File: config.mk
export PLATFORM = sky130hd
export DESIGN_NAME = bin_to_bcd_seq
export DESIGN_NICKNAME = d
export VERILOG_FILES = /design/src/rtl/bin_to_bcd_seq.sv
export SDC_FILE = /design/constraint.sdc
export NUM_CORES = 1
export LEC_CHECK = 0
export ABC_AREA = 1
export BUFFER_PORTS_ARGS = -buffer_cell sky130_fd_sc_hd__buf_2
export CAP_MARGIN = 10
export CELL_PAD_IN_SITES_DETAIL_PLACEMENT = 0
export CELL_PAD_IN_SITES_GLOBAL_PLACEMENT = 1
export CORE_ASPECT_RATIO = 1.5
export CORE_MARGIN = 2
export CORE_UTILIZATION = 43
export CTS_CLUSTER_SIZE = 16
export DETAILED_ROUTE_END_ITERATION = 6
export PLACE_DENSITY_LB_ADDON = 0.12
export RECOVER_POWER = 25
export SYNTH_ARGS = -nofsm -noshare
export SYNTH_HDL_FRONTEND = slang
export SYNTH_SLANG_ARGS = --single-unit
File: constraint.sdc
create_clock -name clock -period 2.45 [get_ports clock]
set_input_delay 0.245 -clock clock [delete_from_list [all_inputs] [get_ports clock]]
set_output_delay 0.245 -clock clock [all_outputs]
set_load 0.02 [all_outputs]
File: src/rtl/bin_to_bcd_seq.sv
// Sequential binary-to-BCD converter (shift-add-3), one iteration per clock.
// Optional macro LEADING_ZERO_BLANK_EN adds the registered blank_out port.
module bin_to_bcd_seq #(
  parameter int WIDTH  = 16,
  parameter int DIGITS = 5
) (
  input  logic                  clock,
  input  logic                  reset,
  input  logic                  start,
  input  logic [WIDTH-1:0]      bin_in,
  output logic                  busy,
  output logic                  done,
`ifdef LEADING_ZERO_BLANK_EN
  output logic [DIGITS-1:0]     blank_out,
`endif
  output logic [4*DIGITS-1:0]   bcd_out
);

  localparam int CW = (WIDTH > 1) ? $clog2(WIDTH) : 1;

  typedef enum logic {S_IDLE, S_SHIFT} state_t;

  state_t                r_state;
  state_t                w_state_nxt;
  logic [WIDTH-1:0]      r_bin;
  logic [4*DIGITS-1:0]   r_work;
  logic [4*DIGITS-1:0]   r_bcd;
  logic [CW-1:0]         r_cnt;
  logic                  r_done;
  logic                  w_accept;
  logic                  w_last;
  logic [4*DIGITS-1:0]   w_adj;
  logic [4*DIGITS-1:0]   w_work_shift;

  // Each digit >= 5 gets +3 in isolation; no carry crosses nibble boundaries.
  function automatic logic [4*DIGITS-1:0] add3(input logic [4*DIGITS-1:0] w);
    logic [4*DIGITS-1:0] r;
    logic [3:0]          d;
    r = '0;
    for (int i = 0; i < DIGITS; i++) begin
      d = w[4*i +: 4];
      r[4*i +: 4] = (d >= 4'd5) ? d + 4'd3 : d;
    end
    return r;
  endfunction

`ifdef LEADING_ZERO_BLANK_EN
  // Bit i set when digit i and everything above it is zero; digit 0 always shown.
  function automatic logic [DIGITS-1:0] blank_of(input logic [4*DIGITS-1:0] w);
    logic [DIGITS-1:0] b;
    logic              z;
    z = 1'b1;
    b = '0;
    for (int i = DIGITS - 1; i >= 0; i--) begin
      z    = z & (w[4*i +: 4] == 4'd0);
      b[i] = z;
    end
    b[0] = 1'b0;
    return b;
  endfunction

  localparam logic [DIGITS-1:0] BLANK_RST = ~DIGITS'(1);
  logic [DIGITS-1:0] r_blank;
`endif

  assign w_accept     = (r_state == S_IDLE) && start;
  assign w_last       = (r_state == S_SHIFT) && (r_cnt == CW'(WIDTH - 1));
  assign w_adj        = add3(r_work);
  assign w_work_shift = (w_adj << 1) | {{(4*DIGITS-1){1'b0}}, r_bin[WIDTH-1]};

  always_ff @(posedge clock or posedge reset) begin
    if (reset) r_state <= S_IDLE;
    else       r_state <= w_state_nxt;
  end

  always_comb begin
    w_state_nxt = r_state;
    case (r_state)
      S_IDLE:  if (start)  w_state_nxt = S_SHIFT;
      S_SHIFT: if (w_last) w_state_nxt = S_IDLE;
      default: w_state_nxt = S_IDLE;
    endcase
  end

  always_comb begin
    busy    = (r_state == S_SHIFT);
    done    = r_done;
    bcd_out = r_bcd;
  end

  always_ff @(posedge clock or posedge reset) begin
    if (reset) begin
      r_bin  <= '0;
      r_work <= '0;
      r_cnt  <= '0;
      r_bcd  <= '0;
      r_done <= 1'b0;
`ifdef LEADING_ZERO_BLANK_EN
      r_blank <= BLANK_RST;
`endif
    end else begin
      r_done <= w_last;
      if (w_accept) begin
        r_bin  <= bin_in;
        r_work <= '0;
        r_cnt  <= '0;
      end else if (r_state == S_SHIFT) begin
        r_work <= w_work_shift;
        r_bin  <= r_bin << 1;
        r_cnt  <= r_cnt + CW'(1);
      end
      // Result register only moves on the final iteration, so it holds between conversions.
      if (w_last) begin
        r_bcd <= w_work_shift;
`ifdef LEADING_ZERO_BLANK_EN
        r_blank <= blank_of(w_work_shift);
`endif
      end
    end
  end

`ifdef LEADING_ZERO_BLANK_EN
  assign blank_out = r_blank;
`endif

endmodule

==> impl_metrics.yaml, run 1 <==
run_status:
  status: "finished clean"
clock_network:
  cts_tree: "yes"
  clock-sinks: 62
  clock_path_buffers: 2
  cts_resized: 0
  cts_root_buf: "clkbuf_8"
  cts-hold-fix-buffers: 1
  cts_setup_buffers: 0
  clk_latency_ns: 0.35
  cts_inserted_buffers: 9
  cts_max_level: 3
  clkSlewWorstSetupHoldPaths_ns: 0.07
timing:
  finalHoldViolCount: 0
  period_needed_ns: 1.64
  skew_ns: 0.00902
  setup_slack_ns: 0.810
  fin_setup_tns_ns: 0
  rsz0062_at_grt: "no"
  fin_crit_sh: 0.670
  worstMarginPinSlew_ns: 0.467
  max_freq_ghz: 0.610
  setup_viol: 0
  maxSlewViolCount: 0
  maxSlewHeadroom: 0.688
critical_path:
  reg2reg_slack_ns: 0.81
  cp_data_arrival_time_ns: 1.88
  cp-end-kind: "register"
  crit_type: "register to register"
  critPathMaxFanout: 27
  setup.worst_path.start_class: "register"
  required_ns: 2.69
synth:
  synth_top_cell_area_share: 0.529
  synth-seq-cells: 62
  synth_ff_type: "dfrtp_1"
  syn_area_um2: 2940
  avgSynthCellArea_um2: 8.61
  muxShareOfSynthArea: 0
  synth_cell_types: 23
  synth_fa_ha_area_frac: 0.0469
  seq_area_frac_synth: 0.529
  yosysMostFrequentCell: "nand2_1"
  yosys_warnings: 0
  synth_xor_area_frac: 0
  synthArstFlopShare: 1.00
  synth_top_family_by_area: "simple AND/OR/NAND/NOR gates"
  synthTopCellsByArea: "dfrtp_1 53%, nand2_1 15%, nand3_1 6.5%"
  yosysTopAreaCell: "dfrtp_1"
  synth-compound-area-share: 0.0921
  synth_edf_count: 0
  synthTopCellsByCount: "114 x nand2_1, 62 x dfrtp_1, 40 x inv_1, 38 x nand3_1, 15 x o21ai_0"
  syn_inst: 341
  synthSimpleGateAreaFrac: 0.257
  syn_nets: 371
layout:
  syn_to_final_growth_pct: 17.1
  stdcell_count: 467
  design_area_um2: 3440
  nets: 416
  drive_gt1_frac: 0.169
  n_antenna_cell: 0
global_route:
  grt_pass1_wl_um: 11100
  antenna_found_initial: 0
  grt_overflow_total: 0
  grt_pass1_vias: 2398
  gr-usage-all-layers: 0.192
  grt_max_degree: 53
floorplan:
  ioPinCount: 41
  die-area_um2: 7520
  die_y_um: 105
  die_w_um: 71.5
  coreArea_um2: 6580
  initial_core_util: 0.446
  num_rows: 36
power_and_ir_drop:
  peakVddDrop_v: 0.000546
  leakagePower_uw: 0.00180
  powerDensity_nw_per_um2: 1430
place:
  placed_area_um2: 3210
  dp.cells: 450
  port_buffers: 40
  gp_congestion: 0.813
  place_hpwl_um: 4230
  pre_cts_ws_ns: 0.799
worst_hold_path:
  hold_path_class: "input port to register"
run:
  max_cap_viol_count: 0
routing:
  drc_errors: 0
  first_iter_violations: 167
  vias: 2414
  wl_per_cell_um: 13.7
  ant_nets: 0
  drt_pass1_iterations: 4
  viasPerCell: 5.17
  routed_wl_um: 6400
-- final timing paths --
kind / startpoint / endpoint / cells after the start
worst max-delay path: r_cnt[0] / bcd_out[18] / 7
worst min-delay path: bin_in[6] / r_bin[6] / 3
worst max register to register: r_cnt[0] / bcd_out[18] / 7
worst min register to register: bcd_out[11] / bcd_out[11] / 2
max in group asynchronous: reset / r_bin[9] / 4
min in group asynchronous: reset / r_work[7] / 3
-- area by class of cell --
cell class | count | area, µm²
Tap cell | 76 | 95.1
Clock inverter | 3 | 40.0
Timing Repair Buffer | 45 | 253
Inverter | 42 | 159
Clock buffer | 13 | 179
Sequential cell | 62 | 1550
Fill cell | 653 | 3140
Multi-Input combinational cell | 226 | 1160
-- kinds of logic after synthesis --
logic type | after synthesis
simple gates | 174
flops | 62
buf+inv | 53
compound gates | 41
fa+ha+maj | 11
-- critical path, stage by stage (launching register included) --
cell and delay, ns:
dfrtp_1 0.41, ha_1 0.21, nand2_2 0.09, nor2_4 0.05, nand2_4 0.23, clkinv_2 0.31, nand3_1 0.17, nand2_1 0.05
-- where the power goes --
part	switching (µW)	total (µW)	internal, µW	leakage [µW]
Combinational	1380	2120	738	0.000908
Clock	404	981	578	0.000115
Sequential	313	1810	1490	0.000773
Total	2090	4900	2810	0.00180
-- per-stage QoR --
step                      hold WS [ns]  power [µW]   util
after floorplan                  0.372        3360      -
after global placement           0.187        3920  0.488
after detailed placement         0.190        3950  0.488
after CTS                       0.0940        4960  0.523
after global routing             0.111        5390  0.523
final                            0.111        4900  0.523
-- layer usage --
layer  global-route usage  share of wire  up-vias
met5                    0              0        -
met1                0.236           0.44     1136
li1                     -              -     1215
met4               0.0768          0.017        0
met2                0.313           0.50       55
met3               0.0530          0.046        8
-- sequential cells by signal, indices dropped and copies added, names as in the netlist --
register,count
bcd_out,20
busy,1
done,1
r_bin,16
r_cnt,4
r_work,20
-- placed cells by master (no fill, tap or decap), types with 2 or more instances in the layout --
cell type,n
a21oi_1,2
buf_2,40
buf_4,3
clkbuf_8,13
clkinv_2,3
dfrtp_1,62
ha_1,11
inv_1,40
nand2_1,114
nand3_1,38
nand4_1,11
nor2_1,7
nor2_4,2
o211ai_1,2
o21ai_0,15
o21ai_1,2
o221ai_1,13
o22ai_1,6
Note: power is estimated with default switching activity, not from simulation.
==> inputs of run 2 (changes only) <==
Settings changed: ABC_AREA 1 to 0, CORE_UTILIZATION 43 to 40.
Clock period 2.45 ns to 1.4 ns, I/O delays scaled along.
==> run 2 against run 1 <==
  * The run now ends with setup timing left
  * Register-to-register slack got worse by 0.84 ns
  * Sequential share of layout area fell by 5.8 points
  * Via count is 4.8% lower
  * Combinational power increased by 140%
  * Synthesized area barely moved
  * Core utilization grew 2.7 points
  * Largest cell class is now multi-input combinational cells
==> impl_metrics.yaml, run 2 <==
timing:
  rsz0062_at_grt: "yes"
  maxSlewViolCount: 0
  fin_crit_sh: 1.02
  whs_ns: 0.0529
  skew_ns: 0.00372
  period_needed_ns: 1.43
  setup_slack_ns: -0.0302
  max_freq_ghz: 0.699
  worstMarginPinSlew_ns: 0.800
  setup_viol: 4
  maxSlewHeadroom: 0.466
  finalHoldViolCount: 0
global_route:
  gr-usage-met3: 0.0555
  grt_pass1_vias: 2346
  gr-usage-all-layers: 0.175
  grt_pass1_wl_um: 10700
  antenna_found_initial: 0
  grt_max_degree: 63
  gr-max-usage-layer: "met2"
  grt_overflow_total: 0
  grt_util_met1: 0.195
  grtUsageMet2: 0.302
power_and_ir_drop:
  peakVddDrop_v: 0.000830
  p_switching_uw: 3720
  powerDensity_nw_per_um2: 2400
  leakagePower_uw: 0.00185
  power.share.combinational: 0.535
  swShare: 0.392
  seqPwrFrac: 0.338
  p_clk_frac: 0.127
  p_int_uw: 5770
floorplan:
  die-area_um2: 8050
  ioPinCount: 41
  coreArea_um2: 7180
  initial_core_util: 0.409
  num_rows: 38
  die_y_um: 109
  die_w_um: 73.9
synth:
  synthTopCellsByCount: "62 x dfrtp_1, 52 x o21ai_0, 47 x nand2_1, 17 x mux2i_1"
  synthArstFlopShare: 1.00
  seq_area_frac_synth: 0.529
  syn_nets: 317
  synth-seq-cells: 62
  syn_area_um2: 2930
  synthTopCellsByArea: "dfrtp_1 53%, o21ai_0 8.9%, nand2_1 6.0%"
  avgSynthCellArea_um2: 10.2
  synth_ff_type: "dfrtp_1"
  yosysMostFrequentCell: "dfrtp_1"
  synth_edf_count: 0
  syn_inst: 287
  synth_top_cell_area_share: 0.529
  synth_cell_types: 32
  yosys_warnings: 0
  yosysTopAreaCell: "dfrtp_1"
routing:
  drc_errors: 0
  drt_pass1_iterations: 4
  ant_nets: 0
  routed_wl_um: 6420
  first_iter_violations: 58
  wl_per_cell_um: 13.7
  vias: 2297
  viasPerCell: 4.91
clock_network:
  clkSlewWorstSetupHoldPaths_ns: 0.06
  cts_tree: "yes"
  cts_inserted_buffers: 9
  clock-sinks: 62
  cts_root_buf: "clkbuf_8"
  clk_latency_ns: 0.33
  clock_path_buffers: 2
  cts_max_level: 3
place:
  place_hpwl_um: 4160
  placed_area_um2: 3490
  port_buffers: 40
  gp_congestion: 0.751
run_status:
  violations: "setup timing"
  status: "complete, but fails checks"
layout:
  drive_gt1_frac: 0.408
  syn_to_final_growth_pct: 34.6
  final_common_cell: "dfrtp_1"
  n_antenna_cell: 0
  fill_cells: 679
  design_area_um2: 3950
  final_cell_mix: "62 x dfrtp_1, 47 x nand2_1, 43 x buf_4"
  ff_latch_area_um2: 1550
  nets: 398
  final_util: 0.550
  multi_input_comb_area_um2: 1560
critical_path:
  required_ns: 1.65
  crit_type: "register to register"
  cp-end-kind: "register"
  critPathMaxFanout: 2
  setup.worst_path.start_class: "register"
  cp_data_arrival_time_ns: 1.68
worst_hold_path:
  hold_path_class: "input port to register"
run:
  max_cap_viol_count: 0
## run 2: changes by cell type in the layout (fill, tap and decap cells not counted), moves of 10 or more
cell	change
buf_4	+40
ha_1	-10
mux2i_1	+16
o221ai_1	-13
nand2_1	-67
inv_2	+10
nand4_1	-11
inv_1	-40
o21ai_0	+21
nand3_1	-33
## run 2: final cells by class
cell class,instances,share of cell area
multi-input cells,198,0.394
clock buffers,11,0.0333
repair buffers,84,0.135
inverters,13,0.0133
flip-flops and latches,62,0.393
well taps,100,0.0317
## run 2: critical path, cell delays in order, from the launching register on
cell and delay (ns):
dfrtp_1 0.42, ha_4 0.18, nand2b_4 0.14, a21oi_4 0.14, mux2_4 0.32, o21ai_1 0.15
## run 2: final timing paths
kind | endpoint | slack [ns] | startpoint | cells past startpoint
max | bcd_out[18] | -0.03 | r_work[16] | 5
min | r_bin[0] | 0.05 | bin_in[0] | 3
max reg2reg | bcd_out[18] | -0.03 | r_work[16] | 5
min reg2reg | bcd_out[11] | 0.47 | bcd_out[11] | 2
max in group asynchronous | bcd_out[19] | 0.26 | reset | 4
min in group asynchronous | bcd_out[8] | 0.61 | reset | 4
## run 2: logic make-up after synthesis
group                      after synthesis  synth area share
adders and majority gates               11            0.0469
and+or+nand+nor                         83             0.137
muxes                                   24            0.0887
AOI/OAI and AO/OA                       73             0.137
xor gates and xnor gates                 7            0.0209
buffers and inverters                   27            0.0401
DFF                                     62             0.529
## run 2: what timing repair did
item | in CTS | in global routing
endpoints found under the setup margin | 18 | 24
hold buffers | 1 | 0
buffers inserted | 5 | 8
gates resized for setup | 26 | 34
hold endpoints to repair | 62 | 0
pin swaps | 10 | 8
## run 2: through the flow
step / TNS [ns] / total power [µW] / instances / setup WS [ns]
after floorplan: -0.00783 / 5790 / 287 / -0.00369
after global placement: -0.212 / 7070 / 444 / -0.0401
after detailed placement: -0.635 / 7180 / 444 / -0.0792
after CTS: -0.127 / 8940 / 461 / -0.0412
after global routing: -0.576 / 10300 / 468 / -0.0819
final: -0.0657 / 9500 / 468 / -0.0302
## run 2: per-layer routing
metal	part of all wire	wire [µm]	vias to the layer above
met5	0	0	-
met4	0.015	99	0
met3	0.032	203	7
met2	0.53	3380	29
met1	0.43	2740	1119
li1	-	-	1142
## run 2: power groups by stage
stage	combinational (µW)	sequential (µW)	clock (µW)
after global routing	5620	3330	1340
after detailed placement	4020	3150	0
final	5080	3210	1210
after global placement	3940	3130	0
after CTS	4500	3180	1260
after floorplan	2440	3350	0
==> inputs of run 3 (changes only) <==
Settings changed: CELL_PAD_IN_SITES_DETAIL_PLACEMENT 0 to 1, CORE_UTILIZATION 40 to 42, CTS_BUF_LIST set to sky130_fd_sc_hd__clkbuf_4 sky130_fd_sc_hd__clkbuf_8.
==> run 3 against run 2 <==
  * The run still ends with setup timing left
  * Clock power rose by 21%
  * Sequential power about the same
  * Non-clock buffer count up 4
  * Maximum frequency is 2.1% lower
  * Sequential share of layout area fell by 0.56 points
  * Design area is 1.5% higher
  * Routed wire length rose by 16%
  * Worst setup slack got worse by 0.030 ns
  * Power up 6.2%
  * Critical path depth rose by 1
  * Critical path type unchanged
==> impl_metrics.yaml, run 3 (synthesized netlist as in run 2, its figures left out) <==
floorplan:
  coreArea_um2: 6810
  die_w_um: 72.2
  die_y_um: 106
  initial_core_util: 0.431
  ioPinCount: 41
  num_rows: 37
  die-area_um2: 7680
critical_path:
  critPathMaxFanout: 3
  setup.worst_path.start_class: "register"
  crit_type: "register to register"
  cp_data_arrival_time_ns: 1.74
  required_ns: 1.68
  cp-end-kind: "register"
routing:
  first_iter_violations: 141
  vias: 2400
  ant_nets: 0
  drt_pass1_iterations: 4
  drc_errors: 0
  routed_wl_um: 7430
  wl_per_cell_um: 16.4
  viasPerCell: 5.29
power_and_ir_drop:
  powerDensity_nw_per_um2: 2520
  peakVddDrop_v: 0.00103
  leakagePower_uw: 0.00190
layout:
  final_cell_mix: "62 x dfrtp_1, 47 x nand2_1, 41 x buf_4"
  nets: 402
  final_util: 0.589
  n_antenna_cell: 0
  design_area_um2: 4010
  drive_gt1_frac: 0.415
  final_common_cell: "dfrtp_1"
  syn_to_final_growth_pct: 36.6
  stdcell_count: 454
timing:
  whs_ns: 0.0374
  setup_viol: 8
  fin_crit_sh: 1.04
  finalHoldViolCount: 0
  period_needed_ns: 1.46
  worstMarginPinSlew_ns: 0.836
  maxSlewViolCount: 0
  maxSlewHeadroom: 0.443
  rsz0062_at_grt: "yes"
  setup_slack_ns: -0.0607
  max_freq_ghz: 0.685
  skew_ns: 0.00736
clock_network:
  cts_tree: "yes"
  cts_max_level: 3
  clock_path_buffers: 2
  clk_latency_ns: 0.36
  clkSlewWorstSetupHoldPaths_ns: 0.06
  cts_root_buf: "clkbuf_8"
  cts_inserted_buffers: 9
  clock-sinks: 62
place:
  gp_congestion: 0.739
  place_hpwl_um: 4830
  placed_area_um2: 3480
  dp.cells: 423
  port_buffers: 40
worst_hold_path:
  hold_path_class: "input port to register"
global_route:
  grt_overflow_total: 0
  antenna_found_initial: 0
  gr-usage-all-layers: 0.210
  grt_pass1_wl_um: 12300
  grt_max_degree: 34
  grt_pass1_vias: 2570
run:
  max_cap_viol_count: 0
run_status:
  status: "complete, but fails checks"
  violations: "setup timing"
-- run 3: cell types whose count changed in the layout (fill, tap and decap cells not counted), sizes merged --
cell / previous run / this run
buf: 82 / 84
clkbuf: 12 / 17
clkinv: 1 / 2
-- run 3: what timing repair did --
item,4_1_cts,5_1_grt
endpoints found under the setup margin,19,28
buffers inserted,5,10
hold buffers,1,0
hold endpoints to repair,62,0
gates resized for setup,41,23
gates cloned,0,0
pin swaps,9,8
-- run 3: critical path, stage by stage, from the launching register on --
cell and delay [ns]:
dfrtp_1 0.36, inv_2 0.07, ha_2 0.18, nand2b_4 0.15, a21oi_4 0.17, mux2_4 0.34
o21ai_2 0.13
-- run 3: final timing paths --
path	to	slack, ns	cells past startpoint	from
setup reg to reg	r_work[6]	-0.06	6	r_work[5]
setup / recovery	r_work[6]	-0.06	6	r_work[5]
hold reg to reg	bcd_out[14]	0.48	2	bcd_out[14]
min in group asynchronous	r_bin[11]	0.56	4	reset
max in group asynchronous	r_work[16]	0.28	4	reset
hold / removal	r_bin[0]	0.04	3	bin_in[0]
-- run 3: layout make-up --
class,instances,area [µm²]
Sequential cell,62,1550
Fill cell,756,2800
Multi-Input combinational cell,198,1540
Timing Repair Buffer,88,589
Tap cell,78,97.6
Clock buffer,14,174
Inverter,13,55.1
Clock inverter,1,5.00
-- run 3: power by group --
group          switching, µW  internal [µW]
sequential               675           2560
clock                    677            787
combinational           2640           2750
total                   3990           6090
-- run 3: stage by stage --
stage                     power, µW  worst slack (ns)  setup TNS, ns
final                         10100           -0.0607         -0.217
after global placement         7130           -0.0290         -0.136
after global routing          10800            -0.115         -0.850
after detailed placement       7330           -0.0810         -0.790
after CTS                      9550           -0.0254         -0.138
after floorplan                5790          -0.00369       -0.00783
-- run 3: metal layers --
metal / vias up / wire length [µm] / global-route usage
li1: 1154 / - / -
met3: 16 / 297 / 0.0616
met2: 41 / 4090 / 0.365
met5: - / 0 / 0
met1: 1189 / 2900 / 0.238
met4: 0 / 144 / 0.0809
